**config.mk**
```make
export PLATFORM = sky130hd
export DESIGN_NAME = spi_master_slave_top
export DESIGN_NICKNAME = d
export VERILOG_FILES = /design/src/rtl/spi_pkg.sv /design/src/rtl/spi_sclk_gen.sv /design/src/rtl/spi_master_slave_top.sv
export SDC_FILE = /design/constraint.sdc
export NUM_CORES = 1
export LEC_CHECK = 0
export BUFFER_PORTS_ARGS = -buffer_cell sky130_fd_sc_hd__clkbuf_2
export CORE_AREA = 2 2 105 132
export DETAILED_ROUTE_END_ITERATION = 7
export DIE_AREA = 0 0 107 134
export GPL_TIMING_DRIVEN = 1
export HOLD_SLACK_MARGIN = 0.15
export PLACE_DENSITY = 0.5
export SLEW_MARGIN = 20
export SYNTH_ARGS = -nofsm -noshare
export SYNTH_HDL_FRONTEND = slang
export SYNTH_SLANG_ARGS = --single-unit
```
**constraint.sdc**
```tcl
create_clock -name clk -period 2.2 [get_ports clk]
set_clock_uncertainty 0.2 [all_clocks]
set_input_delay 0.55 -clock clk [delete_from_list [all_inputs] [get_ports clk]]
set_output_delay 0.55 -clock clk [all_outputs]
set_load 0.02 [all_outputs]
```
**src/rtl/spi_pkg.sv**
```systemverilog
// -----------------------------------------------------------------------------
// spi_pkg
// Shared types and helpers for the SPI master/slave link.
//   req_e            : request codes presented on the top-level req port
//   state_e          : transfer FSM states
//   sclk_half_cycles : sclk high-phase length H in clk cycles; the low phase
//                      is H+1 cycles, so one sclk period is 2H+1 clk cycles
// -----------------------------------------------------------------------------
`timescale 1ns/1ps

package spi_pkg;

   typedef enum logic [1:0] {
      REQ_IDLE   = 2'b00,
      REQ_M2S    = 2'b01,
      REQ_S2M    = 2'b10,
      REQ_DUPLEX = 2'b11
   } req_e;

   typedef enum logic [1:0] {
      IDLE = 2'b00,
      WAIT = 2'b01,
      XFER = 2'b10,
      DONE = 2'b11
   } state_e;

   function automatic int unsigned sclk_half_cycles(input int unsigned master_freq,
                                                    input int unsigned slave_freq);
      return master_freq / (2 * slave_freq) + 1;
   endfunction

endpackage

```
**src/rtl/spi_sclk_gen.sv**
```systemverilog
// -----------------------------------------------------------------------------
// spi_sclk_gen
// Divides the system clock down to the SPI clock (CPOL=0).
// While sclk_en is low the phase counter is parked at 0 and sclk is held low,
// so every enable starts a fresh period with the H+1 cycle low phase.
// Ports:
//   clk     in  system clock, rising edge
//   rst     in  synchronous active-high reset
//   sclk_en in  run the divider
//   sclk    out registered SPI clock (low H+1 cycles, high H cycles)
// -----------------------------------------------------------------------------
`timescale 1ns/1ps

module spi_sclk_gen
   import spi_pkg::*;
#(
   parameter int unsigned MASTER_FREQ = 100_000_000,
   parameter int unsigned SLAVE_FREQ  = 4_000_000
) (
   input  logic clk,
   input  logic rst,
   input  logic sclk_en,
   output logic sclk
);

   localparam int unsigned HALF = sclk_half_cycles(MASTER_FREQ, SLAVE_FREQ);
   localparam int unsigned LAST = 2 * HALF;
   localparam int unsigned CW   = $clog2(LAST + 1);
   localparam logic [CW-1:0] LAST_CNT   = CW'(LAST);
   localparam logic [CW-1:0] HIGH_START = CW'(HALF + 1);

   logic [CW-1:0] cnt_q, cnt_d;
   logic          sclk_q, sclk_d;

   always_comb begin
      cnt_d  = '0;
      sclk_d = 1'b0;
      if (sclk_en) begin
         cnt_d  = (cnt_q == LAST_CNT) ? '0 : cnt_q + 1'b1;
         // Counts 0..H are the low phase, H+1..2H the high phase.
         sclk_d = (cnt_d >= HIGH_START);
      end
   end

   always_ff @(posedge clk) begin
      if (rst) begin
         cnt_q  <= '0;
         sclk_q <= 1'b0;
      end else begin
         cnt_q  <= cnt_d;
         sclk_q <= sclk_d;
      end
   end

   assign sclk = sclk_q;

endmodule

```
**src/rtl/spi_master_slave_top.sv**
```systemverilog
// -----------------------------------------------------------------------------
// spi_master_slave_top
// SPI master and SPI slave joined by internal sclk/mosi/miso nets, both run
// from one system clock. A request pulse selects master->slave, slave->master
// or full-duplex transfer of one SPI_TRF_BIT-bit word in SPI mode 1.
// Ports:
//   clk           in  system clock, rising edge
//   rst           in  synchronous active-high reset
//   req           in  00 idle, 01 m->s, 10 s->m, 11 duplex (1-cycle pulse)
//   wait_duration in  clk cycles between request capture and sclk enable
//   din_master    in  word the master shifts out on mosi
//   din_slave     in  word the slave shifts out on miso
//   dout_master   out last word received by the master (s->m / duplex)
//   dout_slave    out last word received by the slave  (m->s / duplex)
//   done_tx       out 1-cycle pulse when an m->s word lands in dout_slave
//   done_rx       out 1-cycle pulse when an s->m word lands in dout_master
// Configuration macro:
//   SPI_LSB_FIRST_EN  defined: shift LSB first on both lines; default MSB first.
//                     The dout ports always hold the word in original order.
// -----------------------------------------------------------------------------
`timescale 1ns/1ps

module spi_master_slave_top
   import spi_pkg::*;
#(
   parameter int unsigned MASTER_FREQ = 100_000_000,
   parameter int unsigned SLAVE_FREQ  = 4_000_000,
   parameter int unsigned SPI_MODE    = 1,
   parameter int unsigned SPI_TRF_BIT = 8
) (
   input  logic                   clk,
   input  logic                   rst,
   input  logic [1:0]             req,
   input  logic [7:0]             wait_duration,
   input  logic [SPI_TRF_BIT-1:0] din_master,
   input  logic [SPI_TRF_BIT-1:0] din_slave,
   output logic [SPI_TRF_BIT-1:0] dout_master,
   output logic [SPI_TRF_BIT-1:0] dout_slave,
   output logic                   done_tx,
   output logic                   done_rx
);

   localparam int unsigned BW = $clog2(SPI_TRF_BIT + 1);
   localparam logic [BW-1:0] LAST_BIT = BW'(SPI_TRF_BIT - 1);
   // Drive/sample edge roles come from CPHA; only mode 1 (drive on rise,
   // sample on fall) is a supported configuration.
   localparam bit CPHA = SPI_MODE[0];

   // Link nets
   logic sclk_en;
   logic sclk;
   logic mosi;
   logic miso;

   // FSM and datapath state
   state_e                 state_q, state_d;
   req_e                   req_q, req_d;
   logic [7:0]             wait_cnt_q, wait_cnt_d;
   logic [BW-1:0]          bit_cnt_q, bit_cnt_d;
   logic [SPI_TRF_BIT-1:0] tx_master_q, tx_master_d;
   logic [SPI_TRF_BIT-1:0] tx_slave_q, tx_slave_d;
   logic [SPI_TRF_BIT-1:0] rx_master_q, rx_master_d;
   logic [SPI_TRF_BIT-1:0] rx_slave_q, rx_slave_d;
   logic                   mosi_q, mosi_d;
   logic                   miso_q, miso_d;
   logic                   sclk_prev_q, sclk_prev_d;
   logic                   sclk_en_q, sclk_en_d;
   logic [SPI_TRF_BIT-1:0] dout_master_q, dout_master_d;
   logic [SPI_TRF_BIT-1:0] dout_slave_q, dout_slave_d;
   logic                   done_tx_q, done_tx_d;
   logic                   done_rx_q, done_rx_d;

   // Shift helpers
   logic                   mosi_next, miso_next;
   logic [SPI_TRF_BIT-1:0] tx_master_shift, tx_slave_shift;
   logic [SPI_TRF_BIT-1:0] rx_master_shift, rx_slave_shift;
   logic                   sclk_rise, sclk_fall, shift_edge, sample_edge;

   spi_sclk_gen #(
      .MASTER_FREQ (MASTER_FREQ),
      .SLAVE_FREQ  (SLAVE_FREQ)
   ) u_sclk_gen (
      .clk     (clk),
      .rst     (rst),
      .sclk_en (sclk_en),
      .sclk    (sclk)
   );

   assign sclk_en = sclk_en_q;
   // Data lines read 0 whenever the link clock is disabled.
   assign mosi    = sclk_en & mosi_q;
   assign miso    = sclk_en & miso_q;

   assign sclk_rise   = sclk & ~sclk_prev_q;
   assign sclk_fall   = ~sclk & sclk_prev_q;
   assign shift_edge  = CPHA ? sclk_rise : sclk_fall;
   assign sample_edge = CPHA ? sclk_fall : sclk_rise;

`ifdef SPI_LSB_FIRST_EN
   assign mosi_next       = tx_master_q[0];
   assign miso_next       = tx_slave_q[0];
   assign tx_master_shift = tx_master_q >> 1;
   assign tx_slave_shift  = tx_slave_q >> 1;
   // First bit received is the LSB, so new bits enter at the top.
   assign rx_slave_shift  = (rx_slave_q >> 1) | (SPI_TRF_BIT'(mosi) << (SPI_TRF_BIT - 1));
   assign rx_master_shift = (rx_master_q >> 1) | (SPI_TRF_BIT'(miso) << (SPI_TRF_BIT - 1));
`else
   assign mosi_next       = tx_master_q[SPI_TRF_BIT-1];
   assign miso_next       = tx_slave_q[SPI_TRF_BIT-1];
   assign tx_master_shift = tx_master_q << 1;
   assign tx_slave_shift  = tx_slave_q << 1;
   assign rx_slave_shift  = (rx_slave_q << 1) | SPI_TRF_BIT'(mosi);
   assign rx_master_shift = (rx_master_q << 1) | SPI_TRF_BIT'(miso);
`endif

   always_comb begin
      // NOTE: every _d starts from its hold value so no branch of the case below can infer a latch.
      state_d       = state_q;
      req_d         = req_q;
      wait_cnt_d    = wait_cnt_q;
      bit_cnt_d     = bit_cnt_q;
      tx_master_d   = tx_master_q;
      tx_slave_d    = tx_slave_q;
      rx_master_d   = rx_master_q;
      rx_slave_d    = rx_slave_q;
      mosi_d        = mosi_q;
      miso_d        = miso_q;
      sclk_prev_d   = sclk;
      dout_master_d = dout_master_q;
      dout_slave_d  = dout_slave_q;
      done_tx_d     = 1'b0;
      done_rx_d     = 1'b0;

      case (state_q)
         IDLE: begin
            if (req != REQ_IDLE) begin
               req_d       = req_e'(req);
               tx_master_d = din_master;
               tx_slave_d  = din_slave;
               wait_cnt_d  = wait_duration;
               bit_cnt_d   = '0;
               rx_master_d = '0;
               rx_slave_d  = '0;
               mosi_d      = 1'b0;
               miso_d      = 1'b0;
               state_d     = WAIT;
            end
         end
         WAIT: begin
            if (wait_cnt_q == 8'd0) state_d = XFER;
            else                    wait_cnt_d = wait_cnt_q - 1'b1;
         end
         XFER: begin
            if (shift_edge) begin
               mosi_d      = mosi_next;
               miso_d      = miso_next;
               tx_master_d = tx_master_shift;
               tx_slave_d  = tx_slave_shift;
            end
            if (sample_edge) begin
               rx_master_d = rx_master_shift;
               rx_slave_d  = rx_slave_shift;
               if (bit_cnt_q == LAST_BIT) begin
                  // Results and done pulses are registered on entry to DONE,
                  // so they are visible for exactly the DONE cycle.
                  state_d = DONE;
                  if (req_q == REQ_M2S || req_q == REQ_DUPLEX) begin
                     dout_slave_d = rx_slave_shift;
                     done_tx_d    = 1'b1;
                  end
                  if (req_q == REQ_S2M || req_q == REQ_DUPLEX) begin
                     dout_master_d = rx_master_shift;
                     done_rx_d     = 1'b1;
                  end
               end else begin
                  bit_cnt_d = bit_cnt_q + 1'b1;
               end
            end
         end
         DONE: begin
            mosi_d  = 1'b0;
            miso_d  = 1'b0;
            state_d = IDLE;
         end
         default: state_d = IDLE;
      endcase

      sclk_en_d = (state_d == XFER);
   end

   always_ff @(posedge clk) begin
      if (rst) begin
         state_q       <= IDLE;
         req_q         <= REQ_IDLE;
         wait_cnt_q    <= '0;
         bit_cnt_q     <= '0;
         tx_master_q   <= '0;
         tx_slave_q    <= '0;
         rx_master_q   <= '0;
         rx_slave_q    <= '0;
         mosi_q        <= 1'b0;
         miso_q        <= 1'b0;
         sclk_prev_q   <= 1'b0;
         sclk_en_q     <= 1'b0;
         dout_master_q <= '0;
         dout_slave_q  <= '0;
         done_tx_q     <= 1'b0;
         done_rx_q     <= 1'b0;
      end else begin
         // NOTE: non-blocking so every flop captures the pre-edge _d values together.
         state_q       <= state_d;
         req_q         <= req_d;
         wait_cnt_q    <= wait_cnt_d;
         bit_cnt_q     <= bit_cnt_d;
         tx_master_q   <= tx_master_d;
         tx_slave_q    <= tx_slave_d;
         rx_master_q   <= rx_master_d;
         rx_slave_q    <= rx_slave_d;
         mosi_q        <= mosi_d;
         miso_q        <= miso_d;
         sclk_prev_q   <= sclk_prev_d;
         sclk_en_q     <= sclk_en_d;
         dout_master_q <= dout_master_d;
         dout_slave_q  <= dout_slave_d;
         done_tx_q     <= done_tx_d;
         done_rx_q     <= done_rx_d;
      end
   end

   assign dout_master = dout_master_q;
   assign dout_slave  = dout_slave_q;
   assign done_tx     = done_tx_q;
   assign done_rx     = done_rx_q;

endmodule

```
======== Yosys cells after proc, flatten, opt, wreduce, memory -nomap -nowiden ========
Index checks and enable logic that the tools add are counted.
Widths: inputs -> output; s select.
operators by class
  add/subtract/negate cells ............... 3
  order comparisons ....................... 1
  equal/unequal tests ..................... 14
  mux-type cells .......................... 31
  bitwise operators ....................... 12
  reduce and logical (&&, ||, !) cells .... 18
operators by type and width
  kind                 number
  $mux 8               6
  $pmux 8 s2           3
  $pmux 7 s2           2
  $mux 7               3
  $or 8x1->8           2
  $mux 4               3
  $reduce_and 3->1     4
  $reduce_and 4->1     3
  $eq 2x2->1 const B   5
  $ne 2x2->1 const B   5
  $logic_not 8->1      1
  $mux 2               4
  $pmux 2 s4           1
  $pmux 4 s2           1
  $sub 8x1->8 const B  1
  $not 1->1            6
  $pmux 1 s3           2
  $reduce_bool 2->1    3
  $add 5x1->5 const B  1
  $eq 5x5->1 const B   1
  $ge 5x4->1 const B   1
  $mux 1               5
  $mux 5               1
  $add 4x1->4 const B  1
  other kinds (9)      14
word-level totals
  flip-flop bits (word level) ............. 74
  output and inout port bits .............. 18
  word-level logic and storage cells ...... 97

======== Longest topological paths before layout ========
Gate-level depths: netlist of run 1.
  depth in word-level cells ............... 5
  mapped depth ............................ 8
  gate-level depth less buffers ........... 6

======== Modules after synthesis ========
Synthesis of run 1 repeated with hierarchy kept, for this count alone.
unflattened totals
  cell total of the unflattened synthesis .. 362
  area, all modules ....................... 3,289.4 um2
by module, submodules not included
  module                instances  cells an instance  area each (um2)
  spi_master_slave_top  1          338                3,037.9
  spi_sclk_gen          1          24                 251.5

======== Worst setup path before layout of run 1 ========
Ideal clock, no wire load.
  path kind ............................... flip-flop to flip-flop
  start point ............................. reg state_q[1]
  end point ............................... reg wait_cnt_q[5]
  library setup time ...................... 117 ps
  data arrival time ....................... 1,626 ps
  slack ................................... 257 ps
  stages on the path, launching flop included .. 8
  path buffers ............................ 1
  period minus slack after synthesis ...... 1,943 ps
  cell sequence ........................... dfxtp_1 inv_1 ha_1 nor3b_1 buf_2 a211o_1 a21o_1 a32o_1
on the way
  word-level cells in the longest chain between the ends .. 3
  elaborated cells between the ends (all ways) .. 7
  classes of those cells .................. eq/ne: 3; mux: 1; reduce/logical: 3
ends and longest elaborated chain
  what                                                                     line                         RTL
  start: declaration                                                       spi_master_slave_top.sv:56   state_e state_q, state_d;
  start signal: assignment                                                 spi_master_slave_top.sv:211  state_q <= state_d;
  $eq 2x1->1 / $logic_not 2->1 (equally long branches)                     spi_master_slave_top.sv:134  case (state_q)
  $ne 2x2->1 (no source line) / $reduce_bool 2->1 (equally long branches)  n/a
  $reduce_and 3->1 (no source line)                                        n/a
  end signal: assignment                                                   spi_master_slave_top.sv:213  wait_cnt_q <= wait_cnt_d;
  end: declaration                                                         spi_master_slave_top.sv:58   logic [7:0] wait_cnt_q, wait_cnt_d;
Parallel ways exist; a longest one is shown, timed or not.
A chain may end at the register's enable or synchronous reset.

======== Worst setup path in the final report of run 1 ========
  start point ............................. reg state_q[1]
  end point ............................... reg bit_cnt_q[3]
on the way
  word-level cells in the longest chain between the ends .. 3
  elaborated cells between the ends (all ways) .. 8
  classes of those cells .................. eq/ne: 4; mux: 1; reduce/logical: 3
ends and longest elaborated chain
  what                                                                     line                         RTL
  $eq 2x2->1 / $logic_not 2->1 (equally long branches)                     spi_master_slave_top.sv:134
  $ne 2x2->1 (no source line) / $reduce_bool 2->1 (equally long branches)  n/a
  $reduce_and 4->1 (no source line)                                        n/a
  end signal: assignment                                                   spi_master_slave_top.sv:214  bit_cnt_q <= bit_cnt_d;
  end: declaration                                                         spi_master_slave_top.sv:59   logic [BW-1:0] bit_cnt_q, bit_cnt_d;
Parallel ways exist; a longest one is shown, timed or not.

==> impl_metrics.toml, run 1 <==
[outcome]
outcome = "finished, final reports clean"

[cells_and_area]
area.growth.synth_to_final_pct = 24.1
layout-drive-gt1-share_pct = 21.4
filler_cell_count = 1366
diodes = 0
fin_nets = 444
final_common_cell = "dfxtp_1"
mostFrequentLayoutCells = "72 x dfxtp_1, 45 x clkbuf_2, 43 x nor2_1, 31 x a21oi_1"

[placed_design]
portBuffers = 45
place.gp.congestion = 0.761
hpwl_um = 5330

[power_and_ir_drop]
peakVddDrop_mv = 0.526
p_per_area_nw_per_um2 = 1240
p_leak_nw = 1.64
design_power_total_w = 0.00495

[synthesis]
synth-async-reset-ratio_pct = 0
syn-num-nets = 395
syn_avg_cell_area_um2 = 8.96
synth_ff_type = "dfxtp_1"
synth_cell_types = 49
synth-seq-cells = 74
ys_seq_area_share_pct = 46.0
syn_area_um2 = 3220
syn_inst = 359
synth_edf_count = 0
yosysWarningCount = 0

[floorplan]
io_pins = 46
dieArea_um2 = 14300
fp-row-count = 47
start_util_pct = 24.5
die_height_um = 134
die_w_um = 107
core_area_um2 = 13100

[sta]
finalCritPeriodShare_pct = 95.4
relSlewSlack_pct = 60.3
setup_viol = 0
worst_pin_slew_ns = 0.591
min_period_ns = 2.10
tns_ns = 0
finalHoldViolations = 0
report.final.slew_viol_count = 0
fmax_mhz = 476

[global_route]
antenna_found_initial = 0
grt_overflow = 0
grt_max_degree = 33
grt_pass1_wl_um = 12000
grt.total_usage_pct = 10.4
grt_pass1_vias = 2569

[critical_path]
cp_cell_sequence = "inv_2, ha_1, nor3b_1, buf_4, a211o_4, or4_1, a21boi_1"
end_kind = "flip-flop"
cp.arrival_ns = 2.16
worstSetupPathType = "reg -> reg"
cp_slowest_stage_delay_ns = 0.48
worst_path_dominant_cell_family = "simple AND/OR/NAND/NOR gates"
crit_buf_inv = 2
regToRegSetupSlack_ns = 0.10
critPathSlowestCell = "or4_1"
crit_required_ns = 2.26
cp-start-kind = "flip-flop"
cp_max_fo = 11

[routing]
viasPerCell = 4.65
drc = 0
num_vias = 2713
routedWlPerCell_um = 12.5
wirelength_um = 7310
final_antenna_net_count = 0
dr.first_iter.drc_count = 111
dr.pass1.iters = 4

[flow_run]
maxCapViolCount = 0

[clock_tree]
post_cts_buffers = 0
cts_buffer_depth = 2
clock_latency_ns = 0.33
cts_tree = "yes"
clk_pin_slew_ns = 0.05
clkSinkCount = 74
root_buffer = "clkbuf_16"
cts_htree_levels = 3
cts_buffers = 9

[worst_hold_path]
hp-class = "reg -> reg"
-- power by group --
| part | internal (W) | leakage [nW] | switching [W] |
|---|---|---|---|
| Combinational | 0.000774 | 0.910 | 0.00106 |
| Clock | 0.000817 | 0.132 | 0.000527 |
| Sequential | 0.00159 | 0.603 | 0.000179 |
| Total | 0.00318 | 1.64 | 0.00177 |
-- area by class of cell --
| class | instances | area [um2] | share of cell area [%] |
|---|---|---|---|
| Tap cell | 171 | 214 | 5.36 |
| Clock buffer | 13 | 260 | 6.51 |
| Inverter | 10 | 37.5 | 0.940 |
| Clock inverter | 2 | 12.5 | 0.313 |
| Multi-Input combinational cell | 252 | 1630 | 40.8 |
| Sequential cell | 74 | 1480 | 37.1 |
| Timing Repair Buffer | 61 | 358 | 8.96 |
-- sequential cells by signal, summed over array words and instances (netlist names), 2 cells and up --
| signal | cells |
|---|---|
| dout_master | 8 |
| dout_slave | 8 |
| tx_master_q | 8 |
| tx_slave_q | 8 |
| wait_cnt_q | 8 |
| rx_master_q | 7 |
| rx_slave_q | 7 |
| u_sclk_gen.cnt_q | 5 |
| bit_cnt_q | 4 |
| req_q | 2 |
| state_q | 2 |
-- cell usage after synthesis, types with 3 or more instances --
master,n,share of area (%)
ha_1,8,3.1
buf_2,12,1.9
a211oi_1,17,4.0
xor2_1,3,0.82
nand2_1,28,3.3
nor3_1,5,0.78
dfxtp_1,74,46
nor2b_1,6,1.2
inv_1,9,1.0
o21ai_0,7,1.1
mux2i_1,28,8.7
o31ai_1,3,0.70
a21oi_1,31,4.8
or3_1,3,0.58
clkbuf_1,10,1.2
nor2_1,43,5.0
nand4b_1,3,0.82
nand2b_1,5,0.97
a211o_1,3,0.82
nand3_1,21,3.3
-- logic make-up after synthesis --
logic type                 Yosys count  share of synthesized area [%]
xor gates and xnor gates             3                          0.817
adders and majority gates            8                           3.11
DFF                                 74                           46.0
and+or+nand+nor                    130                           19.7
muxes                               28                           8.71
AOI/OAI and AO/OA                   83                           17.3
buffers and inverters               33                           4.32
-- metal layers --
metal,track usage (%),share of wire [%],vias up
met4,4.47,1.7,0
met1,12.5,46,1274
met5,0,0,-
li1,-,-,1377
met2,17.7,48,52
met3,2.48,4.0,10
-- final timing paths --
check | start | endpoint | cells after the start
worst max-delay path | state_q[1] | bit_cnt_q[3] | 7
worst min-delay path | dout_slave[0] | dout_slave[0] | 2
worst max register to register | state_q[1] | bit_cnt_q[3] | 7
worst min register to register | dout_slave[0] | dout_slave[0] | 2
-- per-stage QoR --
stage          setup slack (ns)  utilization, %  instance area, um2  instances  hold slack (ns)
4_1_cts                  0.0264            30.3                3970        583            0.253
6_report                  0.100            30.5                4000        583            0.249
5_1_grt                 -0.0223            30.5                4000        583            0.279
2_1_floorplan             0.257               -                3220        359            0.230
3_5_place_dp             0.0590            28.2                3700        568            0.247
3_3_place_gp             0.0882            28.2                3700        568            0.241
-- worst min-delay path: stages (launching register included) --
cell and delay (ns):
dfxtp_1 0.30, nand2_1 0.05, a21oi_1 0.05
-- repair_timing --
action | in CTS | in global routing
hold endpoints to repair | 0 | 0
gates resized for setup | 0 | 8
endpoints found under the setup margin | 0 | 9
hold buffers | 0 | 0
No activity file was read; power rests on OpenSTA's default activity.
==> run 2: changes to the inputs <==
--- a/config.mk
+++ b/config.mk
@@ -5,13 +5,14 @@
 export SDC_FILE = /design/constraint.sdc
 export NUM_CORES = 1
 export LEC_CHECK = 0
-export BUFFER_PORTS_ARGS = -buffer_cell sky130_fd_sc_hd__clkbuf_2
 export CORE_AREA = 2 2 105 132
 export DETAILED_ROUTE_END_ITERATION = 7
 export DIE_AREA = 0 0 107 134
+export DONT_BUFFER_PORTS = 1
 export GPL_TIMING_DRIVEN = 1
 export HOLD_SLACK_MARGIN = 0.15
-export PLACE_DENSITY = 0.5
+export PLACE_DENSITY = 0.47
+export REMOVE_ABC_BUFFERS = 1
 export SLEW_MARGIN = 20
 export SYNTH_ARGS = -nofsm -noshare
 export SYNTH_HDL_FRONTEND = slang
==> impl_metrics.toml, run 2 (synthesized netlist as in run 1, its figures left out) <==
[floorplan]
die_w_um = 107
core_area_um2 = 13100
io_pins = 46
dieArea_um2 = 14300
die_height_um = 134
start_util_pct = 24.5
fp-row-count = 47

[outcome]
outcome = "finished, final reports clean"

[cells_and_area]
diodes = 0
area.growth.synth_to_final_pct = 19.3
fin_nets = 402
stdcell_area_um2 = 3840
final_common_cell = "dfxtp_1"
mostFrequentLayoutCells = "74 x dfxtp_1, 43 x nor2_1, 31 x a21oi_1, 28 x nand2_1, 28 x mux2i_1"
layout-drive-gt1-share_pct = 12.1
filler_cell_count = 1392

[clock_tree]
clk_pin_slew_ns = 0.06
cts_buffers = 9
root_buffer = "clkbuf_16"
cts_tree = "yes"
clkSinkCount = 74
cts_htree_levels = 3
cts_buffer_depth = 2
clock_latency_ns = 0.34

[sta]
min_period_ns = 2.12
report.final.slew_viol_count = 0
worst_pin_slew_ns = 0.587
finalCritPeriodShare_pct = 96.5
fin_ws_ns = 0.0764
setup_viol = 0
relSlewSlack_pct = 60.5
finalHoldViolations = 0
fmax_mhz = 471

[global_route]
antenna_found_initial = 0
grt_max_degree = 62
grt.total_usage_pct = 11.1
grt_pass1_wl_um = 12600
grt_overflow = 0
grt_pass1_vias = 2539

[power_and_ir_drop]
p_per_area_nw_per_um2 = 1330
p_leak_nw = 1.48
design_power_total_w = 0.00511
peakVddDrop_mv = 0.502

[routing]
dr.pass1.iters = 4
num_vias = 2546
final_antenna_net_count = 0
drc = 0
dr.first_iter.drc_count = 93
wirelength_um = 7500
routedWlPerCell_um = 13.8
viasPerCell = 4.70

[placed_design]
dp_worst_setup_slack_ns = 0.0681
place.gp.congestion = 0.836
portBuffers = 0
placed_area_um2 = 3470
hpwl_um = 5160

[critical_path]
crit_required_ns = 2.27
worstSetupPathType = "reg -> reg"
end_kind = "flip-flop"
cp-start-kind = "flip-flop"
cp_max_fo = 4
cp.arrival_ns = 2.19

[worst_hold_path]
hp-class = "in -> reg"

[flow_run]
maxCapViolCount = 0
run 2: cell count changes in the layout (fill, tap and decap cells not counted), sizes merged:
cell,change
clkinvlp,+3
buf,+3
clkinv,+1
bufinv,+1
clkbuf,-49
run 2: worst max-delay path, stage by stage (launching register included):
cell and delay, ns:
dfxtp_1 0.35, inv_1 0.10, ha_1 0.20, nor3b_1 0.17, a211o_2 0.36, or4_1 0.51
a21boi_2 0.16
run 2: layout make-up:
type / count / area [um2] / area share [%]
multi-input cells: 252 / 1620 / 42.3
flip-flops and latches: 74 / 1480 / 38.6
clock buffers: 9 / 225 / 5.87
well taps: 171 / 214 / 5.57
repair buffers: 19 / 188 / 4.89
clock inverters: 7 / 70.1 / 1.82
inverters: 10 / 37.5 / 0.978
run 2: through the flow:
stage / TNS, ns / instances / util (%) / hold WS [ns]
6_report: 0 / 542 / 29.3 / 0.177
3_3_place_gp: 0 / 523 / 26.5 / 0.243
4_1_cts: 0 / 540 / 28.9 / 0.167
2_1_floorplan: -44.81 / 336 / - / 0.225
5_1_grt: -0.0119 / 542 / 29.3 / 0.176
3_5_place_dp: 0 / 523 / 26.5 / 0.250
run 2: per-layer routing:
layer / share of wire, % / up-vias / GRT usage, % / wire length (um)
met5: 0 / - / 0 / 0
met4: 2.2 / 0 / 5.77 / 168
met3: 5.4 / 12 / 3.60 / 404
met2: 47 / 40 / 17.5 / 3510
met1: 46 / 1197 / 13.6 / 3420
li1: - / 1297 / - / -
run 2: final timing paths:
| kind | from | end | slack (ns) | cells after the start |
|---|---|---|---|---|
| worst max-delay path | state_q[1] | bit_cnt_q[3] | 0.08 | 6 |
| worst min-delay path | din_slave[0] | tx_slave_q[0] | 0.18 | 2 |
| worst max register to register | state_q[1] | bit_cnt_q[3] | 0.08 | 6 |
| worst min register to register | req_q[1] | req_q[1] | 0.26 | 2 |
run 2: timing repair:
item	4_1_cts	5_1_grt
hold buffers	1	0
buffers inserted	0	2
resized for setup	0	4
setup endpoints to repair	0	5
endpoints found under the hold margin	61	0
run 2: where the power goes:
part           leakage, nW  internal, W  total, W  switching, W
registers            0.603      0.00158   0.00177      0.000184
logic                0.741     0.000853   0.00190       0.00104
clock network        0.133     0.000872   0.00144      0.000572
total                 1.48      0.00331   0.00511       0.00180
